## config.mk

```make
export PLATFORM = sky130hd
export DESIGN_NAME = triple_sweep
export DESIGN_NICKNAME = d
export VERILOG_FILES = /design/src/rtl/triple_sweep_pkg.sv /design/src/rtl/hit_fifo.sv /design/src/rtl/triple_sweep.sv
export SDC_FILE = /design/constraint.sdc
export NUM_CORES = 1
export LEC_CHECK = 0
export BUFFER_PORTS_ARGS = -buffer_cell sky130_fd_sc_hd__buf_2
export CAP_MARGIN = 20
export CORE_MARGIN = 3
export CORE_UTILIZATION = 26
export CTS_BUF_LIST = sky130_fd_sc_hd__clkbuf_8
export DETAILED_ROUTE_END_ITERATION = 10
export SLEW_MARGIN = 40
export SYNTH_ARGS = -nofsm -noshare
export SYNTH_HDL_FRONTEND = slang
export SYNTH_HIERARCHICAL = 1
export SYNTH_SLANG_ARGS = --single-unit
```

## constraint.sdc

```tcl
create_clock -name clk -period 5 [get_ports clk]
set_clock_uncertainty 0.1 [all_clocks]
set_input_delay 0.25 -clock clk [delete_from_list [all_inputs] [get_ports clk]]
set_output_delay 0.25 -clock clk [all_outputs]
set_load 0.02 [all_outputs]
```

## src/rtl/triple_sweep_pkg.sv

```systemverilog
`default_nettype none
// ============================================================================
// Module   : triple_sweep_pkg
// Brief    : Shared widths, FSM encoding and tag record for triple_sweep.
// Revision : 1.0
// ============================================================================
package triple_sweep_pkg;

    localparam int IDX_W = 15;
    localparam int OPW   = 5;

    localparam logic [1:0] IDLE  = 2'd0;
    localparam logic [1:0] SWEEP = 2'd1;
    localparam logic [1:0] DRAIN = 2'd2;
    localparam logic [1:0] DONE  = 2'd3;

    typedef struct packed {
        logic             valid;
        logic [IDX_W-1:0] idx;
    } tag_t;

endpackage
`default_nettype wire

```

## src/rtl/hit_fifo.sv

```systemverilog
`default_nettype none
// ============================================================================
// Module   : hit_fifo
// Brief    : Synchronous FIFO with flush; pointers carry one wrap bit.
// Revision : 1.0
// ============================================================================
module hit_fifo #(
    parameter int DEPTH = 8,
    parameter int WIDTH = 15
) (
    input  logic                     clk,
    input  logic                     rst_n,
    input  logic                     flush,
    input  logic                     push,
    input  logic                     pop,
    input  logic [WIDTH-1:0]         din,
    output logic [WIDTH-1:0]         dout,
    output logic                     full,
    output logic                     empty,
    output logic [$clog2(DEPTH):0]   count
);

    localparam int c_aw = $clog2(DEPTH);

    logic [WIDTH-1:0] r_mem [DEPTH];
    logic [c_aw:0]    r_wptr;
    logic [c_aw:0]    r_rptr;
    logic             w_do_pop;
    logic             w_do_push;

    assign count     = r_wptr - r_rptr;
    assign empty     = (r_wptr == r_rptr);
    assign full      = (count == (c_aw+1)'(DEPTH));
    assign w_do_pop  = pop && !empty;
    // A full FIFO still takes a push when the head leaves in the same cycle.
    assign w_do_push = push && (!full || w_do_pop);
    assign dout      = empty ? '0 : r_mem[r_rptr[c_aw-1:0]];

    always_ff @(posedge clk) begin
        if (!rst_n || flush) begin
            r_wptr <= '0;
            r_rptr <= '0;
        end else begin
            if (w_do_push) r_wptr <= r_wptr + (c_aw+1)'(1);
            if (w_do_pop)  r_rptr <= r_rptr + (c_aw+1)'(1);
        end
    end

    always_ff @(posedge clk) begin
        if (w_do_push) r_mem[r_wptr[c_aw-1:0]] <= din;
    end

endmodule
`default_nettype wire

```

## src/rtl/triple_sweep.sv

```systemverilog
`default_nettype none
// ============================================================================
// Module   : triple_sweep
// Brief    : Sweeps all 5-bit (a,b,c) triples, counts sig hits, queues hits.
// Revision : 1.0
// ============================================================================
module triple_sweep
    import triple_sweep_pkg::*;
#(
    parameter int LAT        = 2,
    parameter int FIFO_DEPTH = 8
) (
    input  logic             clk,
    input  logic             rst_n,
    input  logic             start,
    output logic             busy,
    output logic             done,
    output logic [OPW-1:0]   a,
    output logic [OPW-1:0]   b,
    output logic [OPW-1:0]   c,
    input  logic             sig,
    output logic [15:0]      hit_count,
    output logic             overflow,
    output logic             hit_valid,
    input  logic             hit_ready,
    output logic [IDX_W-1:0] hit_data
);

    localparam logic [3:0] c_drain_last = 4'(LAT-1);

    logic [1:0]                    r_state;
    logic [1:0]                    w_next_state;
    logic [IDX_W-1:0]              r_idx;
    logic [3:0]                    r_drain;
    logic [15:0]                   r_hit_count;
    logic                          r_overflow;
    tag_t                          r_tag [LAT];

    logic                          w_start_sweep;
    logic                          w_last_idx;
    logic                          w_hit;
    logic                          w_pop;
    logic                          w_drop;
    logic                          w_full;
    logic                          w_empty;
    logic [$clog2(FIFO_DEPTH):0]   w_count;

    assign w_start_sweep = (r_state == IDLE) && start;
    assign w_last_idx    = (r_idx == '1);
    assign w_hit         = r_tag[LAT-1].valid && sig;
    assign w_pop         = hit_ready && !w_empty;
    assign w_drop        = w_hit && w_full && !w_pop;

    always_ff @(posedge clk) begin
        if (!rst_n) r_state <= IDLE;
        else        r_state <= w_next_state;
    end

    always_comb begin
        w_next_state = r_state;
        case (r_state)
            IDLE:    if (start) w_next_state = SWEEP;
            SWEEP:   if (w_last_idx) w_next_state = DRAIN;
            DRAIN:   if (r_drain == c_drain_last) w_next_state = DONE;
            DONE:    w_next_state = IDLE;
            default: w_next_state = IDLE;
        endcase
    end

    always_comb begin
        busy = 1'b0;
        done = 1'b0;
        case (r_state)
            SWEEP, DRAIN: busy = 1'b1;
            DONE:         done = 1'b1;
            default:      ;
        endcase
    end

    always_ff @(posedge clk) begin
        if (!rst_n) begin
            r_idx       <= '0;
            r_drain     <= '0;
            r_hit_count <= '0;
            r_overflow  <= 1'b0;
        end else begin
            if (w_start_sweep) begin
                r_idx       <= '0;
                r_hit_count <= '0;
                r_overflow  <= 1'b0;
            end else begin
                // idx parks on the last triple so there is no second pass.
                if (r_state == SWEEP && !w_last_idx) r_idx <= r_idx + IDX_W'(1);
                if (w_hit)  r_hit_count <= r_hit_count + 16'd1;
                if (w_drop) r_overflow  <= 1'b1;
            end
            r_drain <= (r_state == DRAIN) ? r_drain + 4'd1 : 4'd0;
        end
    end

    // Tag shift register: the last stage lines up with the sig of its triple.
    always_ff @(posedge clk) begin
        if (!rst_n) begin
            for (int i = 0; i < LAT; i++) r_tag[i] <= '0;
        end else begin
            r_tag[0] <= '{valid: (r_state == SWEEP), idx: r_idx};
            for (int i = LAT-1; i > 0; i--) r_tag[i] <= r_tag[i-1];
        end
    end

    hit_fifo #(
        .DEPTH (FIFO_DEPTH),
        .WIDTH (IDX_W)
    ) u_hit_fifo (
        .clk   (clk),
        .rst_n (rst_n),
        .flush (w_start_sweep),
        .push  (w_hit),
        .pop   (w_pop),
        .din   (r_tag[LAT-1].idx),
        .dout  (hit_data),
        .full  (w_full),
        .empty (w_empty),
        .count (w_count)
    );

    assign a         = r_idx[14:10];
    assign b         = r_idx[9:5];
    assign c         = r_idx[4:0];
    assign hit_count = r_hit_count;
    assign overflow  = r_overflow;
    assign hit_valid = (w_count != '0);

endmodule
`default_nettype wire
```

=== After elaboration in Yosys (flattened, before gate mapping) ===
Memory sizes are Yosys's and may differ from the RTL's. A register that Yosys moved wholly into a read port is not among the register bits.
Cells that the tools add are included.

* Register bits after elaboration: 46
* RAM bits: 152
* Input bits: 5
* Output and inout bits: 50
* Word-level logic and storage cells: 64
* Memories: 2

* Add/sub/neg operators: 6
* Eq/ne operators: 10
* Muxes and demuxes: 15
* Bitwise gates (word level): 3
* Reductions and logical operators: 21

{| class="wikitable"
|+ Memory list
! name !! depth !! width !! read ports !! clocked after memory_dff !! write ports !! RTL line !! RTL
|-
| u_hit_fifo.r_mem || 8 || 15 || 1 || 1 || 1 || hit_fifo.sv:25 || <nowiki>logic [WIDTH-1:0] r_mem [DEPTH];</nowiki>
|-
| r_tag || 2 || 16 || 2 || 0 || 2 || triple_sweep.sv:37 || <nowiki>tag_t r_tag [LAT];</nowiki>
|}

{| class="wikitable"
|+ Operator list
! kind !! number
|-
| 2-to-1 mux 16 bit || 2
|-
| adder 16 x 1 -> 16 bit, second input constant || 1
|-
| adder 15 x 1 -> 15 bit, second input constant || 1
|-
| == test 15 bit, second input constant || 1
|-
| 2-to-1 mux 15 bit || 1
|-
| adder 4 x 1 -> 4 bit, second input constant || 3
|-
| logical AND 1 bit || 8
|-
| case mux 2 bit (4 select lines) || 1
|-
| 2-to-1 mux 1 bit || 6
|-
| 2-to-1 mux 2 bit || 3
|-
| 2-to-1 mux 3 bit || 2
|-
| inequality test 2 bit, second input constant || 3
|-
| zero test 1 bit || 5
|-
| == test 2 bit, second input constant || 2
|-
| == test 4 x 1 -> 1 bit, second input constant || 1
|-
| == test 4 bit || 1
|-
| == test 4 bit, second input constant || 1
|-
| nonzero test 4 bit || 1
|-
| OR reduction 2 bit || 2
|-
| subtractor 4 bit || 1
|-
| AND reduction 3 bit || 1
|-
| == test 2 x 1 -> 1 bit, second input constant || 1
|-
| zero test 2 bit || 1
|-
| logical OR 1 bit || 2
|-
| other kinds (3) || 4
|}

=== Depth between registers and ports, before layout ===
Gate-level depths: netlist of the first run.

* Depth in word-level cells: 8
* Mapped depth: 11

=== Modules after synthesis ===
Netlist of the first run, hierarchy kept.

{| class="wikitable"
|+ By module, submodules not included
! module !! times used !! cells an instance !! area each (um^2)
|-
| hit_fifo || 1 || 264 || 5166.2
|-
| triple_sweep || 1 || 269 || 2731.4
|}

=== Worst setup path after synthesis of the first run ===
OpenSTA, ideal clock, no wires.

* Path kind: register -> register
* Start: register u_hit_fifo.r_wptr[0]
* End: memory u_hit_fifo.r_mem[4][0] (enable)
* Library setup time: 0.406 ns
* Arrival: 3.533 ns
* Required time: 4.494 ns
* Path slack: 0.961 ns
* Cell stages (with the launch flop): 12
* Path buffers: 2
* Period minus slack after synthesis: 4.039 ns
* Path through: dfxtp_1 -> inv_1 -> ha_1 -> and4_1 -> clkbuf_1 -> clkbuf_1 -> nor2b_1 -> inv_1 -> a41oi_1 -> o41ai_4 -> or2_2 -> nor3_1

* Longest elaborated chain between the ends: 8

{| class="wikitable"
|+ RTL lines
! item !! RTL line !! RTL
|-
| from (decl) || hit_fifo.sv:26 || <nowiki>logic [c_aw:0] r_wptr;</nowiki>
|-
| from (signal assigned) || hit_fifo.sv:44 || <nowiki>if (w_do_push) r_wptr <= r_wptr + (c_aw+1)'(1);</nowiki>
|-
| == test 4 bit || hit_fifo.sv:32 || <nowiki>assign empty = (r_wptr == r_rptr);</nowiki>
|-
| named net w_empty || triple_sweep.sv:45 || <nowiki>logic w_empty;</nowiki>
|-
| zero test 1 bit || triple_sweep.sv:51 || <nowiki>assign w_pop = hit_ready && !w_empty;</nowiki>
|-
| logical AND 1 bit || triple_sweep.sv:51 ||
|-
| named net w_pop || triple_sweep.sv:42 || <nowiki>logic w_pop;</nowiki>
|-
| logical AND 1 bit || hit_fifo.sv:34 || <nowiki>assign w_do_pop = pop && !empty;</nowiki>
|-
| logical OR 1 bit || hit_fifo.sv:36 || <nowiki>assign w_do_push = push && (!full || w_do_pop);</nowiki>
|-
| logical AND 1 bit || hit_fifo.sv:36 ||
|-
| 2-to-1 mux 1 bit || hit_fifo.sv:50 || <nowiki>if (w_do_push) r_mem[r_wptr[c_aw-1:0]] <= din;</nowiki>
|-
| 2-to-1 mux 1 bit (implied by the code) || hit_fifo.sv:50 ||
|-
| to (decl) || hit_fifo.sv:25 ||
|}

The timed path passes the listed nets, and every way through them passes these cells.

=== Worst setup path after layout of the first run ===
* Start: register u_hit_fifo.r_wptr[0]
* End: memory u_hit_fifo.r_mem[4][14] (enable)

The elaborated chain is that of the path after synthesis.

==> results_dict.tcl, run 1 <==
set metrics [dict create \
    synth_cell_types 53 \
    postSynth.topFlopCell "edfxtp_1" \
    num_antenna_cells 0 \
    tightestPinTransition_ns 0.647 \
    post_cts_setup_repair_buffer_count 0 \
    cts_hold_repair.buffers 0 \
    routed_wirelength_um 15100 \
    antenna_found_initial 0 \
    worst_setup_hold_path_clk_slew_ns 0.06 \
    post-route-period-util 0.717 \
    synth_area_um2 7900 \
    grt_start_max_net_pins 39 \
    synth_nets 553 \
    cts_resized 0 \
    route.antenna.remaining_nets 0 \
    maxCapViolations 0 \
    crit_path_top_delay_cell "a41oi_1" \
    syn_avg_cell_area_um2 14.8 \
    areaGrowthSynthToFinish_pct 17.9 \
    synth_warnings 6 \
    worst-endpoint-arrival_ns 3.65 \
    cts_tree "done" \
    synth_edf_count 120 \
    hold_viol_final 0 \
    crit_top_cell "inv_1" \
    wl_per_cell_um 14.6 \
    core_footprint_um2 29800 \
    crit_start "u_hit_fifo/r_wptr[0]" \
    reg2reg_depth 10 \
    vias 4323 \
    finalMaxSlewViolations 0 \
    ys_seq_elements 201 \
    critPathMaxFanout 16 \
    hold_path.startpoint "start" \
    die_height_um 180 \
    setup.reg_to_reg.worst_slack_ns 1.42 \
    crit_family "simple AND/OR/NAND/NOR gates" \
    ys_seq_area_frac 0.662 \
    worstSetupEndpointType "flip-flop" \
    setup-tns-final_ns 0 \
    clock_path_buffers 3 \
    maxClockFrequency_mhz 279 \
    clock_tree.root_cell "clkbuf_8" \
    timing.hold.worst.class "input pin to flip-flop" \
    final.setup.worst_slack_ns 1.42 \
    vias_in_the_first_global_route 4319 \
    total_buffers_and_inverters_traversed_by_the_critical_path 3 \
    rows 63 \
    post-route-drc-count 0 \
    floorplan.die.width_um 180 \
    max-vdd-ir-drop_mv 0.187 \
    post-route-cell-area_um2 9310 \
    track_usage 0.0918 \
    crit_chain "inv_1, ha_1, and4_1, nor2b_1, inv_1, a41oi_1, o41ai_4, or2_2, nor3_2, buf_4" \
    standby_leakage_power_nw 3.41 \
    die_area_um2 32500 \
    dp_slack_ns 1.43 \
    total_power_mw 3.37 \
    hold_depth 4 \
    grt_pass1_wl_um 23900 \
    setup_repair_after_global_routing_missed_its_margin "no" \
    finish.net_count 634 \
    setup_viol 0 \
    power_per_cell_area_nw_per_um2 362 \
    run_status "completed" \
    globalplace.congestion 0.778 \
    io_buffer_count 54 \
    timing_worst_setup_path_type "flip-flop to flip-flop" \
    slew-limit-headroom 0.563 \
    crit-reg2reg-capture "u_hit_fifo/r_mem[4][14]" \
    postSynthCellCount 533 \
    vias_per_cell 4.21 \
    fin_crit_ns 3.58 \
    i_o_pin_count 55 \
    detailed_place.area_um2 8660 \
    grt_overflow_total 0 \
    async_flop_share 0 \
    drtIter0Drc 233 \
    layout-drive-gt1-share 0.257 \
    tritoncts.num_buffers 35 \
    cts_sinks 201 \
    critical_path_required_ns 5.07 \
    hold_end "r_state[0]" \
    critical_path.reg2reg.startpoint "u_hit_fifo/r_wptr[0]" \
    initial_utilization 0.265 \
    start_kind "flip-flop" \
    cp_slowest_stage_delay_ns 0.51 \
    dp_hpwl_um 10000 \
    clock_insertion_delay_worst_skew_ns 0.50 \
    drt_first_pass_iters 4 \
    h_tree_depth 2 \
]
## layout by cell type, fill, tap and decap left out, types with 20 or more instances in the layout
master	count
edfxtp_1	120
dfxtp_1	79
buf_2	54
inv_1	30
mux4_2	30
mux2i_1	20
and2_1	35
clkbuf_8	39
nor2_1	61
## registers in the layout, summed over array words and instances (netlist names), named ones only
register	cells
u_hit_fifo/r_rptr	4
u_hit_fifo/r_mem	120
r_tag	32
hit_count	16
r_state	2
r_idx	15
u_hit_fifo/r_wptr	4
overflow	1
r_drain	4
## stage by stage
stage / cells / hold WS (ns) / utilization
finish: 1028 / 0.107 / 0.313
CTS: 1028 / 0.0681 / 0.313
global placement: 967 / 0.314 / 0.291
floorplan: 533 / 0.312 / -
detailed placement: 967 / 0.317 / 0.291
global route: 1028 / 0.145 / 0.313
## metal layers
layer	global-route usage	wire length (µm)	vias up
met5	0	0	-
met4	0.0289	306	0
met3	0.0232	680	31
met2	0.135	6530	99
met1	0.133	7540	2077
li1	-	-	2116
## kinds of logic after synthesis
| logic type | after synthesis | synth area share |
|---|---|---|
| buffers and inverters | 35 | 0.0185 |
| XOR/XNOR | 31 | 0.0344 |
| adder cells (fa/ha/maj) | 15 | 0.0247 |
| multiplexers | 50 | 0.111 |
| flip-flops | 201 | 0.662 |
| AND/OR/NAND/NOR | 174 | 0.124 |
| AO/OA/AOI/OAI | 27 | 0.0261 |
## cells in the mapped netlist (all sizes together) (2+ instances only)
master,n,area share
nand3,9,0.010
ha,14,0.022
dfxtp,81,0.21
mux2i,20,0.025
o21ai,7,0.0059
a211oi,2,0.0032
xnor2,19,0.021
and4,4,0.0049
nor4,5,0.0074
nor2,61,0.029
o2111ai,2,0.0022
a21oi,10,0.0063
and2,36,0.029
or3,7,0.0062
nand2,19,0.0090
buf,7,0.0052
nor3,9,0.0063
nand2b,3,0.0024
and3,9,0.0082
xor2,12,0.013
nor2b,2,0.0016
nand4,5,0.0048
mux4,30,0.086
inv,15,0.0071
edfxtp,120,0.46
clkbuf,13,0.0062
## layout make-up
| type | count | area [µm²] |
|---|---|---|
| Clock inverter | 22 | 116 |
| Timing Repair Buffer | 64 | 345 |
| Sequential cell | 201 | 5230 |
| Multi-Input combinational cell | 297 | 2540 |
| Fill cell | 3005 | 20500 |
| Tap cell | 390 | 488 |
| Inverter | 15 | 56.3 |
| Clock buffer | 39 | 537 |
## power breakdown
part / internal [mW] / total (mW) / switching, mW / leakage, nW
combinational: 0.0783 / 0.208 / 0.130 / 1.13
sequential: 1.76 / 1.79 / 0.0220 / 1.89
clock: 0.764 / 1.37 / 0.611 / 0.389
## worst reg2reg max path: stages, from the launching register on
cell and delay, ns:
dfxtp_1 0.45, inv_1 0.15, ha_1 0.35, and4_1 0.40, nor2b_1 0.26, inv_1 0.06, a41oi_1 0.51, o41ai_4 0.20
or2_2 0.37, nor3_2 0.13, buf_4 0.28
## worst max-delay path by stage
stage / endpoint / cells after the start
after floorplan: u_hit_fifo/r_mem[4][0] / 11
after global placement: u_hit_fifo/r_mem[4][0] / 10
after detailed placement: u_hit_fifo/r_mem[4][0] / 10
after CTS: u_hit_fifo/r_mem[4][5] / 10
after global routing: u_hit_fifo/r_mem[4][5] / 10
final: u_hit_fifo/r_mem[4][14] / 10
(Power assumes the default switching activity.)
==> run 2, diff against run 1 <==
--- a/config.mk
+++ b/config.mk
@@ -5,6 +5,7 @@
 export SDC_FILE = /design/constraint.sdc
 export NUM_CORES = 1
 export LEC_CHECK = 0
+export ABC_AREA = 1
 export BUFFER_PORTS_ARGS = -buffer_cell sky130_fd_sc_hd__buf_2
 export CAP_MARGIN = 20
 export CORE_MARGIN = 3
==> constraint.sdc (replaced) <==
create_clock -name clk -period 2.93 [get_ports clk]
set_clock_uncertainty 0.1 [all_clocks]
set_input_delay 0.1465 -clock clk [delete_from_list [all_inputs] [get_ports clk]]
set_output_delay 0.1465 -clock clk [all_outputs]
set_load 0.02 [all_outputs]
==> run 2 against run 1 <==
Compared with the run above:
- wire length rose by 20%
- count of clock-buffer cells in the layout fell by 4
- register-to-register slack got worse by 1.1 ns
- synthesized cell count rose by 59%
- critical endpoint is now hit_valid
- core utilization barely moved
- via count rose by 36%
- largest power group unchanged
==> results_dict.tcl, run 2 <==
set metrics [dict create \
    run_status "completed" \
    p_int_mw 4.55 \
    p_sw_frac 0.242 \
    max-vdd-ir-drop_mv 0.404 \
    synth.top_cells.by_area "edfxtp_1 43%, dfxtp_1 19%, nor2_1 7.6%" \
    worst_setup_hold_path_clk_slew_ns 0.06 \
    power.share.sequential 0.509 \
    clock_path_buffers 3 \
    num_antenna_cells 0 \
    crit_top_cell "inv_1" \
    fin_crit_ns 2.80 \
    dp_slack_ns 0.320 \
    crit_chain "inv_1, ha_1, fa_1, inv_1, or4_1, buf_2" \
    commonest_cells_after_routing_fill_and_taps_aside "169 x nor2_1, 125 x nand2_1, 120 x edfxtp_1, 100 x inv_1, 80 x dfxtp_1" \
    setup.reg_to_reg.worst_slack_ns 0.33 \
    portion_of_total_power_attributed_to_the_clock_network 0.412 \
    globalplace.congestion 0.800 \
    post_synth_fa_ha_maj_area_fraction 0.0233 \
    synth_edf_count 120 \
    post-route-drc-count 0 \
    h_tree_depth 2 \
    final-seq-area_um2 5230 \
    async_flop_share 0 \
    timing.hold.worst.class "input pin to flip-flop" \
    worst-endpoint-arrival_ns 2.55 \
    maxClockFrequency_mhz 358 \
    critPathMaxFanout 5 \
    hold_viol_final 0 \
    setup_viol 0 \
    synth_warnings 6 \
    total_power_mw 6.01 \
    power_per_cell_area_nw_per_um2 608 \
    core_footprint_um2 31600 \
    cts_resized 0 \
    routed_wirelength_um 18000 \
    cts_sinks 201 \
    hold-worst-slack_ns 0.0602 \
    finish.net_count 952 \
    reg2reg_depth 9 \
    hold_path.startpoint "hit_ready" \
    grt_overflow_total 0 \
    power.share.combinational 0.079 \
    route.antenna.remaining_nets 0 \
    final_cell_count_no_fill 1358 \
    placed_cells 1293 \
    vias 5872 \
    syn_avg_cell_area_um2 9.86 \
    drt_first_pass_iters 5 \
    slew-limit-headroom 0.539 \
    drtIter0Drc 319 \
    ys_seq_elements 201 \
    yosysTopAreaCell "edfxtp_1" \
    largest_register_ffs 120 \
    combinational_family_with_the_most_area_after_synthesis "simple AND/OR/NAND/NOR gates" \
    io_buffer_count 54 \
    synth_nets 870 \
    synth_area_um2 8380 \
    synth_cell_types 39 \
    synth-compound-area-share 0.0927 \
    cts_tree "done" \
    timing_worst_setup_path_type "flip-flop to output port" \
    tritoncts.num_buffers 35 \
    floorplan.die.width_um 186 \
    synth_simple_gate_area_frac 0.188 \
    vias_in_the_first_global_route 5732 \
    ys_seq_area_frac 0.623 \
    final.setup.worst_slack_ns 0.134 \
    layout-drive-gt1-share 0.164 \
    clock_tree.root_cell "clkbuf_8" \
    area_used_by_multi_input_combinational_logic_um2 2650 \
    tightestPinTransition_ns 0.690 \
    setup_repair_after_global_routing_missed_its_margin "no" \
    cp_slowest_stage_delay_ns 0.53 \
    hold_end "u_hit_fifo/r_rptr[3]" \
    crit-reg2reg-capture "u_hit_fifo/r_mem[2][0]" \
    post-route-period-util 0.954 \
    synthXorXnorAreaFrac 0.0125 \
    die_height_um 186 \
    layout.filler_cells 3256 \
    crit_path_top_delay_cell "or4_1" \
    worstSetupEndpointType "output port" \
    die_area_um2 34400 \
    crit_family "adder cells" \
    critical_path.reg2reg.startpoint "u_hit_fifo/r_wptr[0]" \
    synth_mux_area_frac 0 \
    antenna_found_initial 0 \
    critical_path_required_ns 2.68 \
    track_usage 0.107 \
    clock_insertion_delay_worst_skew_ns 0.51 \
    yosysMostFrequentCell "nor2_1" \
    i_o_pin_count 55 \
    postSynth.topFlopCell "edfxtp_1" \
    synth_top_cell_area_share 0.430 \
    grt_start_max_net_pins 61 \
    vias_per_cell 4.32 \
    synth.cells.most_frequent "170 x nor2_1, 125 x nand2_1, 120 x edfxtp_1" \
    power.switching_mw 1.46 \
    rows 65 \
    start_kind "flip-flop" \
    hold_depth 6 \
    dp_hpwl_um 12000 \
    grt_pass1_wl_um 29500 \
    initial_utilization 0.265 \
    most_frequent_standard_cell_in_the_layout_excluding_fill_and_tap_cells "nor2_1" \
    postSynthCellCount 850 \
    total_buffers_and_inverters_traversed_by_the_critical_path 3 \
    standby_leakage_power_nw 3.84 \
    wl_per_cell_um 13.3 \
    maxCapViolations 0 \
    areaGrowthSynthToFinish_pct 17.8 \
    finalMaxSlewViolations 0 \
]
run 2: changes by cell type after synthesis, sizes merged, moves of 19 or more:
cell / delta
mux4: -30
a21oi: +24
mux2i: -20
inv: +75
nand3: +19
and2: -35
nand2: +118
nor2: +116
o21ai: +79
run 2: worst register-to-register path: cells and delay by family (launching register included):
family | cells | cell delay [ns]
adder cells (fa/ha/maj) | 2 | 0.61
AND/OR/NAND/NOR | 4 | 0.49
flip-flops | 1 | 0.44
buffers and inverters | 2 | 0.38
XOR/XNOR | 1 | 0.28
run 2: repair_timing:
action | 4_1_cts | 5_1_grt
setup buffers | 0 | 0
hold buffers | 4 | 0
endpoints found under the hold margin | 7 | 0
run 2: worst max-delay path by stage:
stage	start	endpoint	slack, ns	cells after the start
detailed placement	u_hit_fifo/r_wptr[0]	u_hit_fifo/r_mem[0][5]	0.32	9
finish	u_hit_fifo/r_wptr[0]	hit_valid	0.13	6
CTS	u_hit_fifo/r_wptr[0]	hit_valid	0.08	6
global route	u_hit_fifo/r_wptr[0]	hit_valid	0.01	6
global placement	u_hit_fifo/r_wptr[0]	u_hit_fifo/r_mem[0][11]	0.39	9
floorplan	u_hit_fifo/r_wptr[0]	u_hit_fifo/r_mem[0][0]	-0.19	12
run 2: cell families (layout without fill, tap and decap cells):
group / Yosys count / in the layout
adder cells (fa/ha/maj): 15 / 15
AND/OR/NAND/NOR: 361 / 361
flip-flops: 201 / 201
buffers and inverters: 124 / 230
XOR/XNOR: 12 / 12
AO/OA/AOI/OAI: 137 / 137
run 2: cell type report:
class / count / area share
clock buffer: 35 / 0.0488
inverter: 91 / 0.0350
sequential: 201 / 0.529
clock inverter: 26 / 0.0194
timing repair buffer: 78 / 0.0479
multi-input combinational: 525 / 0.269
tap: 402 / 0.0509
run 2: through the flow:
| stage | area [µm²] | util | TNS [ns] |
|---|---|---|---|
| 3_5_place_dp | 9160 | 0.290 | 0 |
| 2_1_floorplan | 8390 | - | -16.95 |
| 5_1_grt | 9870 | 0.312 | 0 |
| 3_3_place_gp | 9160 | 0.290 | 0 |
| 6_report | 9870 | 0.312 | 0 |
| 4_1_cts | 9870 | 0.312 | 0 |
run 2: routing by layer:
metal / wire length, µm / share of wire / vias up / global-route usage
li1: - / - / 2984 / -
met1: 8390 / 0.47 / 2731 / 0.145
met2: 8210 / 0.46 / 131 / 0.170
met3: 1080 / 0.060 / 26 / 0.0233
met4: 357 / 0.020 / 0 / 0.0414
met5: 0 / 0 / - / 0
run 2: power groups by stage:
stage               Sequential [mW]  Combinational [mW]  Clock [mW]
floorplan                      3.11               0.357           0
global placement               3.12               0.464           0
detailed placement             3.12               0.470           0
CTS                            3.06               0.484        2.58
global route                   3.06               0.544        2.71
finish                         3.06               0.475        2.48
